## src/rtl/mips_bus_arbiter.sv

```systemverilog
// ---------------------------------------------------------------------------
// mips_bus_arbiter
//
// Purpose:
//   Shares one Avalon-style memory slave between two masters.
//   Master 0 is the mips_cpu_bus port, master 1 a secondary requester
//   (program loader / debug DMA). Grants are round-robin and are held for
//   one complete transfer. Slave waitrequest and readdata are forwarded.
//
// Ports:
//   clk, reset (asynchronous, active-low)
//   m0_* / m1_*   : master request ports (address, read, write, writedata,
//                   byteenable in; waitrequest out)
//   m_readdata    : slave readdata broadcast to both masters
//   s_*           : muxed slave request (address, read, write, writedata,
//                   byteenable out; waitrequest, readdata in)
//   m0_grant_count, m1_grant_count : completion counters, only when
//                   ARB_STATS_EN is defined
//
// Configuration macro:
//   ARB_STATS_EN - adds 16-bit saturating per-master completion counters.
// ---------------------------------------------------------------------------
module mips_bus_arbiter #(
    parameter int ADDR_W = 32,
    parameter int DATA_W = 32
) (
    input  logic                  clk,
    input  logic                  reset,

    input  logic [ADDR_W-1:0]     m0_address,
    input  logic                  m0_read,
    input  logic                  m0_write,
    input  logic [DATA_W-1:0]     m0_writedata,
    input  logic [DATA_W/8-1:0]   m0_byteenable,
    output logic                  m0_waitrequest,

    input  logic [ADDR_W-1:0]     m1_address,
    input  logic                  m1_read,
    input  logic                  m1_write,
    input  logic [DATA_W-1:0]     m1_writedata,
    input  logic [DATA_W/8-1:0]   m1_byteenable,
    output logic                  m1_waitrequest,

`ifdef ARB_STATS_EN
    output logic [15:0]           m0_grant_count,
    output logic [15:0]           m1_grant_count,
`endif

    output logic [DATA_W-1:0]     m_readdata,

    output logic [ADDR_W-1:0]     s_address,
    output logic                  s_read,
    output logic                  s_write,
    output logic [DATA_W-1:0]     s_writedata,
    output logic [DATA_W/8-1:0]   s_byteenable,
    input  logic                  s_waitrequest,
    input  logic [DATA_W-1:0]     s_readdata
);

    typedef enum logic [1:0] {
        IDLE   = 2'd0,
        GRANT0 = 2'd1,
        GRANT1 = 2'd2
    } state_t;

    state_t state, state_nxt;
    // Master served most recently; the other one wins a tie in IDLE.
    logic   last, last_nxt;
    logic   req0, req1;

    assign req0 = m0_read | m0_write;
    assign req1 = m1_read | m1_write;

    // Readdata is broadcast unconditionally; masters only look at it in
    // the completion cycle of their own read.
    assign m_readdata = s_readdata;

    // The state register resets asynchronously, so the slave strobes and
    // waitrequests (decoded from state) fall back to their IDLE values the
    // moment reset is asserted, even mid-transfer.
    always_ff @(posedge clk or negedge reset) begin
        if (!reset) begin
            state <= IDLE;
            last  <= 1'b1;
        end else begin
            state <= state_nxt;
            last  <= last_nxt;
        end
    end

    always_comb begin
        state_nxt      = state;
        last_nxt       = last;
        s_address      = '0;
        s_read         = 1'b0;
        s_write        = 1'b0;
        s_writedata    = '0;
        s_byteenable   = '0;
        m0_waitrequest = 1'b1;
        m1_waitrequest = 1'b1;

        case (state)
            IDLE: begin
                if (req0 && req1)
                    state_nxt = last ? GRANT0 : GRANT1;
                else if (req0)
                    state_nxt = GRANT0;
                else if (req1)
                    state_nxt = GRANT1;
            end

            GRANT0: begin
                s_address      = m0_address;
                s_read         = m0_read;
                s_write        = m0_write;
                s_writedata    = m0_writedata;
                s_byteenable   = m0_byteenable;
                m0_waitrequest = s_waitrequest;
                // A request withdrawn before completion is abandoned
                // without updating the round-robin pointer.
                if (!req0) begin
                    state_nxt = IDLE;
                end else if (!s_waitrequest) begin
                    last_nxt  = 1'b0;
                    state_nxt = req1 ? GRANT1 : IDLE;
                end
            end

            GRANT1: begin
                s_address      = m1_address;
                s_read         = m1_read;
                s_write        = m1_write;
                s_writedata    = m1_writedata;
                s_byteenable   = m1_byteenable;
                m1_waitrequest = s_waitrequest;
                if (!req1) begin
                    state_nxt = IDLE;
                end else if (!s_waitrequest) begin
                    last_nxt  = 1'b1;
                    state_nxt = req0 ? GRANT0 : IDLE;
                end
            end

            default: state_nxt = IDLE;
        endcase
    end

`ifdef ARB_STATS_EN
    logic done0, done1;

    assign done0 = (state == GRANT0) && req0 && !s_waitrequest;
    assign done1 = (state == GRANT1) && req1 && !s_waitrequest;

    always_ff @(posedge clk or negedge reset) begin
        if (!reset) begin
            m0_grant_count <= 16'h0000;
            m1_grant_count <= 16'h0000;
        end else begin
            if (done0 && (m0_grant_count != 16'hFFFF))
                m0_grant_count <= m0_grant_count + 16'd1;
            if (done1 && (m1_grant_count != 16'hFFFF))
                m1_grant_count <= m1_grant_count + 16'd1;
        end
    end
`endif

endmodule

```

## config.mk

```make
export PLATFORM = sky130hd
export DESIGN_NAME = mips_bus_arbiter
export DESIGN_NICKNAME = d
export VERILOG_FILES = /design/src/rtl/mips_bus_arbiter.sv
export SDC_FILE = /design/constraint.sdc
export NUM_CORES = 1
export LEC_CHECK = 0
export BUFFER_PORTS_ARGS = -buffer_cell sky130_fd_sc_hd__clkbuf_2
export CAP_MARGIN = 20
export CORE_AREA = 2 2 108 110
export CTS_CLUSTER_SIZE = 25
export DETAILED_ROUTE_END_ITERATION = 10
export DIE_AREA = 0 0 110 112
export PLACE_DENSITY = 0.5
export SYNTH_ARGS = -nofsm -noshare
export SYNTH_HDL_FRONTEND = slang
export SYNTH_SLANG_ARGS = --single-unit
```

## constraint.sdc

```tcl
create_clock -name clk -period 2.05 [get_ports clk]
set_input_delay 0.41 -clock clk [delete_from_list [all_inputs] [get_ports clk]]
set_output_delay 0.41 -clock clk [all_outputs]
set_load 0.02 [all_outputs]
```

==> results of run 1 <==
-- cells by family (layout without fill, tap and decap cells) --
family / after synthesis / in the layout / synth area share
AO/OA/AOI/OAI: 79 / 79 / 0.376
adder cells (fa/ha/maj): 5 / 5 / 0.0395
buffers and inverters: 57 / 234 / 0.219
flip-flops: 3 / 3 / 0.0481
multiplexers: 2 / 2 / 0.0134
AND/OR/NAND/NOR: 78 / 78 / 0.305
-- through the flow --
stage,power [W],cells,TNS (ps),setup slack [ps],hold slack (ps)
after detailed placement,0.00350,534,0,149,214
after global routing,0.00455,544,-17.2,-14.8,539
after CTS,0.00413,542,0,27.5,522
after floorplan,0.00246,224,0,118,114
final,0.00422,544,0,35.2,522
after global placement,0.00345,534,0,203,217
-- power groups by stage --
stage	Combinational, W	Sequential (W)	Clock (W)
2_1_floorplan	0.00235	0.000115	0
3_3_place_gp	0.00332	0.000121	0
3_5_place_dp	0.00338	0.000123	0
4_1_cts	0.00370	0.000120	0.000315
5_1_grt	0.00411	0.000120	0.000321
6_report	0.00379	0.000116	0.000309
-- timing repair --
item	CTS	global route
buffers inserted	2	1
hold endpoints to repair	2	0
gates resized for setup	17	11
cloned	1	1
hold buffers	1	0
setup endpoints to repair	69	46
pin swaps	0	1
-- synth_stat cells (2+ instances only) --
cell,instances
nor2b_1,70
dfrtp_1,2
nand2_1,2
inv_1,2
a22oi_1,70
buf_1,4
nand2b_1,2
buf_4,32
ha_1,5
clkbuf_1,14
buf_2,4
-- sequential cells by signal (all words and copies together) (netlist names) --
register and count:
state 2, last 1
-- worst paths after layout --
check	start	to	slack [ps]	depth (start not counted)
max	state[1]	s_address[5]	40	6
min	reset	state[0]	520	2
max reg2reg	state[1]	state[1]	310	7
min reg2reg	last	last	520	1
max in group asynchronous	reset	last	1330	2
min in group clk	last	last	520	1
-- cell type report --
class / count / area (µm²) / share of cell area
flip-flops and latches: 3 / 76.3 / 0.0266
well taps: 143 / 179 / 0.0623
multi-input cells: 164 / 1230 / 0.428
inverters: 2 / 7.51 / 0.00261
clock buffers: 4 / 78.8 / 0.0274
repair buffers: 228 / 1300 / 0.453
-- per-layer routing --
layer / vias up / global-route usage / share of wire
met3: 12 / 0.0129 / 0.081
met2: 139 / 0.196 / 0.54
li1: 1138 / - / -
met5: - / 0 / 0
met1: 1052 / 0.114 / 0.36
met4: 0 / 0.0295 / 0.013
-- critical path, delay by kind of cell, from the launching register on --
kind	cells	cell delay, ps
buffers and inverters	3	510
flip-flops	1	390
AO/OA/AOI/OAI	1	220
adder cells (fa/ha/maj)	1	190
AND/OR/NAND/NOR	1	70
==> out/results.ini, run 1 <==
[yosys]
synth_area_leaders = a22oi_1 33%, nor2b_1 28%, buf_4 15%, ha_1 3.9%, clkbuf_1 3.3%
syn-instance-count = 224
ys_ff_latch = 3
synth.net_count = 404
synthDistinctLibCells = 28
synth-edff-count = 0
yosysTopAreaCell = a22oi_1
ys_seq_area_frac = 0.0481
synth.cell_area_um2 = 1590
yosys_warnings = 0
syn_avg_cell_area_um2 = 7.08
yosys_most_used_dff = dfrtp_1
synth_top_area_share = 0.331
ys_async_sr_fraction = 1.00

[sta]
skew_ps = 0.306
drv_slew = 0
period_share = 0.983
worst_pin_slew_ps = 243
rsz0062_at_grt = yes
hold_viol = 0
slew-limit-headroom = 0.837
setup_viol_count_final = 0
max_freq_ghz = 0.496
fin_crit_ps = 2010

[route]
drc = 0
vias = 2341
viasPerCell = 4.30
first_iter_violations = 70
ant_nets = 0
totalWireLength_mm = 7.22
drt_pre_antenna_iters = 4
wire_per_inst_um = 13.3

[die]
rows = 39
core_area_um2 = 11200
die_x_um = 110
fp.dieArea_um2 = 12300
io_pins = 279
die_h_um = 112
initial_core_util = 0.142

[cells_and_area]
stdcell_area_um2 = 2870
fin_util = 0.257
finalNetCount = 582
n_fill_cell = 1226
area_growth_pct = 81.3
final_common_cell = clkbuf_2
num_antenna_cells = 0
drive_gt1_frac = 0.608
final_cell_mix = 204 x clkbuf_2, 70 x nor2b_1, 64 x a22oi_1

[placement]
port_buffers = 214
place_hpwl_mm = 5.62
place_congestion = 0.777
placed_cell_area_um2 = 2610

[power_and_ir_drop]
ir_worst_vdd_v = 0.000445
clockPowerShare = 0.073
internal_power_w = 0.00207
seqPwrFrac = 0.027
sw_frac_of_total = 0.510
p_per_area_nw_per_um2 = 1470
power_frac_comb = 0.899
p_switching_w = 0.00215
p_leak_nw = 1.41

[cts]
cts_tree = built
cts.clk_slew.worst_paths_ps = 30
htree_levels = 1
cts_sinks = 3
cts_buffers = 3
cts_max_path_buffers = 2
worstSkewPairLatency_ps = 220
cts_root_buffer = clkbuf_16

[status]
status = finished clean

[setup_path]
cp-start-kind = flip-flop
cp.arrival_ps = 1600
crit_chain = buf_4 > ha_4 > clkbuf_16 > a22oi_2 > nor2b_1 > clkbuf_4
required_ps = 1640
slowest_delay_ps = 390
cpMaxStageDelayCell = dfrtp_1
endpoint_kind = primary output
crit_type = reg -> out
path_max_fanout = 18

[grt]
grt_max_degree = 37
grtUsageTotal = 0.102
antenna_found_initial = 0
overflow = 0
grt_pass1_wl_mm = 10.1
grt_pass1_vias = 2103

[hold_path]
hold_class = in -> async

[job]
drv_cap = 0

No activity file was read; power rests on OpenSTA's default activity.
==> run 2, diff against run 1 <==
--- a/config.mk
+++ b/config.mk
@@ -12,6 +12,7 @@
 export DETAILED_ROUTE_END_ITERATION = 10
 export DIE_AREA = 0 0 110 112
 export PLACE_DENSITY = 0.5
+export RECOVER_POWER = 100
 export SYNTH_ARGS = -nofsm -noshare
 export SYNTH_HDL_FRONTEND = slang
 export SYNTH_SLANG_ARGS = --single-unit
==> run 2 against run 1 <==
Routed wire length barely moved. Sequential power barely moved. Clock-buffer cell count did not move. Combinational power barely moved. Worst setup slack barely moved. Sequential cell count did not move. Via count did not move.
==> out/results.ini, run 2 (same netlist as run 1, synthesis figures left out) <==
[setup_path]
slowest_delay_ps = 390  ; about the same
endpoint_kind = primary output
required_ps = 1640  ; about the same
path_buf_inv = 3  ; unchanged
crit_type = reg -> out
path_depth = 6  ; unchanged
cp-start-kind = flip-flop
critPathTopFamily = buffers and inverters
crit_chain = buf_4 > ha_4 > clkbuf_16 > a22oi_2 > nor2b_1 > clkbuf_4
r2r.worst_path.cells = 7  ; unchanged
cpMaxStageDelayCell = dfrtp_1
r2r_setup_slack_ps = 310  ; about the same
path_max_fanout = 18  ; unchanged
cp.arrival_ps = 1600  ; about the same

[status]
status = finished clean

[sta]
period_share = 0.983  ; about the same
setup_viol_count_final = 0  ; unchanged
setup_tns_ps = 0  ; unchanged
fin_crit_ps = 2010  ; +0.0179 ps
slew-limit-headroom = 0.837  ; about the same
skew_ps = 0.306  ; unchanged
hold_viol = 0  ; unchanged
drv_slew = 0  ; unchanged
worst_pin_slew_ps = 243  ; -0.0219 ps
max_freq_ghz = 0.496  ; about the same
rsz0062_at_grt = yes

[die]
core_area_um2 = 11200  ; unchanged
initial_core_util = 0.142  ; unchanged
die_x_um = 110  ; unchanged
fp.dieArea_um2 = 12300  ; unchanged
io_pins = 279  ; unchanged
rows = 39  ; unchanged
die_h_um = 112  ; unchanged

[route]
drc = 0  ; unchanged
first_iter_violations = 70  ; unchanged
vias = 2341  ; unchanged
viasPerCell = 4.30  ; unchanged
drt_pre_antenna_iters = 4  ; unchanged
ant_nets = 0  ; unchanged
wire_per_inst_um = 13.3  ; about the same
totalWireLength_mm = 7.22  ; about the same

[job]
drv_cap = 0  ; unchanged

[cts]
cts_buffers = 3  ; unchanged
cts_root_buffer = clkbuf_16
worstSkewPairLatency_ps = 220  ; about the same
cts_sinks = 3  ; unchanged
htree_levels = 1  ; unchanged
cts.clk_slew.worst_paths_ps = 30  ; about the same
cts_max_path_buffers = 2  ; unchanged
cts_tree = built

[placement]
place_congestion = 0.777  ; unchanged
place_hpwl_mm = 5.62  ; unchanged
port_buffers = 214  ; unchanged

[grt]
grt_pass1_wl_mm = 10.1  ; unchanged
grt_max_degree = 37  ; unchanged
grtUsageTotal = 0.102  ; unchanged
grt_pass1_vias = 2103  ; unchanged
overflow = 0  ; unchanged
antenna_found_initial = 0  ; unchanged

[cells_and_area]
drive_gt1_frac = 0.606  ; -0.00249
reg_top3 = state (2), last (1)
area_growth_pct = 81.2  ; about the same
largest_register_ffs = 2  ; unchanged
final_cell_mix = 203 x clkbuf_2, 70 x nor2b_1, 64 x a22oi_1
final_common_cell = clkbuf_2
finalNetCount = 582  ; unchanged
num_antenna_cells = 0  ; unchanged
seqCellArea_um2 = 76.3  ; unchanged
n_fill_cell = 1227  ; +0.082%
regMostFlops = state
multi_input_area_um2 = 1230  ; unchanged

[hold_path]
hold_class = reg -> reg
min_delay_path_depth = 1

[power_and_ir_drop]
p_leak_nw = 1.41  ; -0.21%
p_per_area_nw_per_um2 = 1470  ; about the same
ir_worst_vdd_v = 0.000445  ; unchanged
total_power_w = 0.00422  ; unchanged

## run 2: cell counts in the layout (fill, tap and decap cells not counted)
Identical to the previous run, type by type.
## run 2: cell type report
cell class,count,area share
Timing Repair Buffer,228,0.453
Tap cell,143,0.0623
Sequential cell,3,0.0266
Inverter,2,0.00261
Clock buffer,4,0.0274
Multi-Input combinational cell,164,0.428
## run 2: worst paths after layout
kind / from / endpoint
worst max-delay path: state[1] / s_address[5]
worst min-delay path: last / last
worst max register to register: state[1] / state[1]
worst min register to register: last / last
max in group asynchronous: reset / last
min in group asynchronous: reset / state[0]
## run 2: stage by stage
step	hold slack, ps	setup slack (ps)	std cells	cell area, µm²	utilization
global route	542	-14.8	544	2870	0.257
detailed placement	214	149	534	2610	0.234
floorplan	114	118	224	1590	-
finish	523	35.2	544	2870	0.257
CTS	522	27.5	542	2810	0.251
global placement	217	203	534	2610	0.234
## run 2: routing by layer
metal  GRT usage  wire length [µm]  vias up
li1            -                 -     1138
met1       0.114              2610     1052
met2       0.196              3940      139
met3      0.0129               579       12
met4      0.0295                93        0
met5           0                 0        -
## run 2: timing repair
item / in CTS / in global routing
setup endpoints to repair: 69 / 46
hold endpoints to repair: 2 / 0
pin swaps: 0 / 1
hold buffers: 1 / 0
cloned: 1 / 1
gates resized for setup: 17 / 11
setup buffers: 2 / 1
## run 2: worst register-to-register path, stage by stage (launching register included)
cell and delay (ps):
dfrtp_1 390, buf_4 150, ha_4 190, clkbuf_16 190
o21ai_2 80, nand2_1 60, a32o_1 240, mux2_1 310
## run 2: report_power, final
group / total (W) / switching, W / internal (W) / leakage (nW)
Sequential: 0.000116 / 0.0000199 / 0.0000959 / 0.0358
Combinational: 0.00379 / 0.00208 / 0.00171 / 1.33
Clock: 0.000309 / 0.0000525 / 0.000257 / 0.0382
Total: 0.00422 / 0.00215 / 0.00207 / 1.41
==> run 3, diff against run 2 <==
--- a/config.mk
+++ b/config.mk
@@ -7,11 +7,13 @@
 export LEC_CHECK = 0
 export BUFFER_PORTS_ARGS = -buffer_cell sky130_fd_sc_hd__clkbuf_2
 export CAP_MARGIN = 20
-export CORE_AREA = 2 2 108 110
+export CELL_PAD_IN_SITES_DETAIL_PLACEMENT = 1
+export CELL_PAD_IN_SITES_GLOBAL_PLACEMENT = 1
+export CORE_AREA = 2 2 109 111
 export CTS_CLUSTER_SIZE = 25
 export DETAILED_ROUTE_END_ITERATION = 10
-export DIE_AREA = 0 0 110 112
-export PLACE_DENSITY = 0.5
+export DIE_AREA = 0 0 111 113
+export PLACE_DENSITY = 0.78
 export RECOVER_POWER = 100
 export SYNTH_ARGS = -nofsm -noshare
 export SYNTH_HDL_FRONTEND = slang
==> run 3 against run 2 <==
The flow now finishes with violations (setup timing). Fmax is 2.1% lower. Sequential share of layout area is 0.52 points lower. Worst hold slack worse by 7.0 ps. Sequential cell count stayed put. Combinational power is 37% higher.
==> out/results.ini, run 3 (same netlist as run 1, synthesis figures left out) <==
[cts]
cts_buffers = 3  ; unchanged
cts_max_path_buffers = 2  ; unchanged
htree_levels = 1  ; unchanged
cts.clk_slew.worst_paths_ps = 30  ; about the same
cts_root_buffer = clkbuf_16
worstSkewPairLatency_ps = 230  ; about the same
cts_sinks = 3  ; unchanged
cts_tree = built

[route]
vias = 2578  ; +10%
totalWireLength_mm = 10.5  ; +45%
drt_pre_antenna_iters = 4  ; unchanged
viasPerCell = 4.55  ; +5.8%
first_iter_violations = 65  ; -7.1%
wire_per_inst_um = 18.5  ; +39%
drc = 0  ; unchanged
ant_nets = 0  ; unchanged

[cells_and_area]
n_fill_cell = 1398  ; +14%
largest_register_ffs = 2  ; unchanged
reg_top3 = state (2), last (1)
seqCellArea_um2 = 78.8  ; +3.3%
regMostFlops = state
final_cell_mix = 144 x clkbuf_2, 70 x nor2b_1, 66 x a22oi_2
area_growth_pct = 133
num_antenna_cells = 0  ; unchanged
finalNetCount = 604  ; +3.8%
stdcell_count = 566  ; +4.0%
final_common_cell = clkbuf_2
multi_input_area_um2 = 1530  ; +24%
drive_gt1_frac = 0.773  ; +0.167

[die]
rows = 39  ; unchanged
core_area_um2 = 11300  ; +0.87%
initial_core_util = 0.141  ; -0.00123
io_pins = 279  ; unchanged
die_h_um = 113  ; +0.89%
fp.dieArea_um2 = 12500  ; +1.8%
die_x_um = 111  ; +0.91%

[grt]
grt_pass1_vias = 2578  ; +23%
antenna_found_initial = 0  ; unchanged
overflow = 0  ; unchanged
grtUsageTotal = 0.119  ; +0.0170
grt_pass1_wl_mm = 12.4  ; +23%
grt_max_degree = 37  ; unchanged

[sta]
postLayoutSetupSlackWorst_ps = -8.70  ; -43.9 ps
rsz0062_at_grt = yes
period_share = 1.00  ; +0.0214
setup_tns_ps = -8.70  ; -8.70 ps
skew_ps = 3.72  ; +3.41 ps
fin_crit_ps = 2060  ; +43.9 ps
drv_slew = 0  ; unchanged
setup_viol_count_final = 1  ; +1
max_freq_ghz = 0.486  ; -2.1%
hold_viol = 0  ; unchanged
worst_pin_slew_ps = 249  ; +5.63 ps
hold_ws_ps = 516  ; -7.03 ps
slew-limit-headroom = 0.834  ; -0.00377

[placement]
post-place-cells = 532  ; -0.37%
place_hpwl_mm = 6.33  ; +13%
place_congestion = 0.735  ; -5.4%
port_buffers = 214  ; unchanged

[setup_path]
required_ps = 1640  ; about the same
endpoint_kind = primary output
cp-start-kind = flip-flop
crit_type = reg -> out
cp.arrival_ps = 1650  ; +50 ps
r2r.worst_path.cells = 8  ; +1
path_max_fanout = 5  ; -13

[power_and_ir_drop]
p_leak_nw = 1.67  ; +19%
ir_worst_vdd_v = 0.000722  ; +62%
p_per_area_nw_per_um2 = 1530  ; +4.2%

[hold_path]
hold_class = in -> async

[status]
violations = setup timing
status = finished with violations

[job]
drv_cap = 0  ; unchanged

run 3: cell count changes in the layout (fill, tap and decap cells not counted), moves of 2 or more:
| cell | change |
|---|---|
| dfrtp_1 | -2 |
| buf_6 | +5 |
| a22oi_2 | +60 |
| clkbuf_16 | +8 |
| buf_12 | +3 |
| dfrtp_2 | +2 |
| buf_8 | +3 |
| a22oi_1 | -60 |
| clkbuf_2 | -59 |
| buf_4 | +54 |
| inv_4 | +2 |
| clkbuf_4 | -7 |
| buf_2 | +14 |
| inv_2 | -2 |
run 3: area by class of cell:
cell class | instances | share of cell area
multi-input cells | 164 | 0.414
clock buffers | 4 | 0.0213
inverters | 2 | 0.00338
well taps | 143 | 0.0484
repair buffers | 250 | 0.492
flip-flops and latches | 3 | 0.0213
run 3: worst max-delay path, stage by stage, from the launching register on:
cell and delay, ps:
dfrtp_2 430, buf_6 130, ha_4 170, buf_8 140, clkbuf_16 160, a22oi_2 160, nor2b_1 80, buf_2 160
run 3: power by group:
group	internal, W	total [W]	switching, W
registers	0.0000992	0.000136	0.0000371
logic	0.00263	0.00520	0.00257
clock network	0.000257	0.000318	0.0000608
total	0.00299	0.00565	0.00266
run 3: through the flow:
stage / worst slack, ps / area, µm² / utilization / power, W
floorplan: 118 / 1590 / - / 0.00246
global placement: 229 / 2620 / 0.233 / 0.00346
detailed placement: 183 / 2620 / 0.233 / 0.00357
CTS: -18.0 / 2850 / 0.253 / 0.00421
global route: -51.6 / 3700 / 0.328 / 0.00598
finish: -8.70 / 3700 / 0.328 / 0.00565
run 3: final timing paths:
kind	start	to	slack, ps
worst max register to register	state[0]	state[1]	230
worst min register to register	last	last	520
max in group asynchronous	reset	last	1300
worst min-delay path	reset	state[0]	520
min in group clk	last	last	520
worst max-delay path	state[0]	s_address[26]	-9
run 3: timing repair:
item                       CTS  global route
pin swaps                    0            20
buffers inserted             2             9
gates resized for setup     23           189
gates cloned                 2            16
setup endpoints to repair   70            70
hold buffers                 1             0
hold endpoints to repair     2             0
run 3: layer usage:
metal	up-vias	track usage	wire length, µm
met4	0	0.0400	299
met2	137	0.249	5720
met3	27	0.0182	638
met5	-	0	0
met1	1230	0.118	3820
li1	1184	-	-
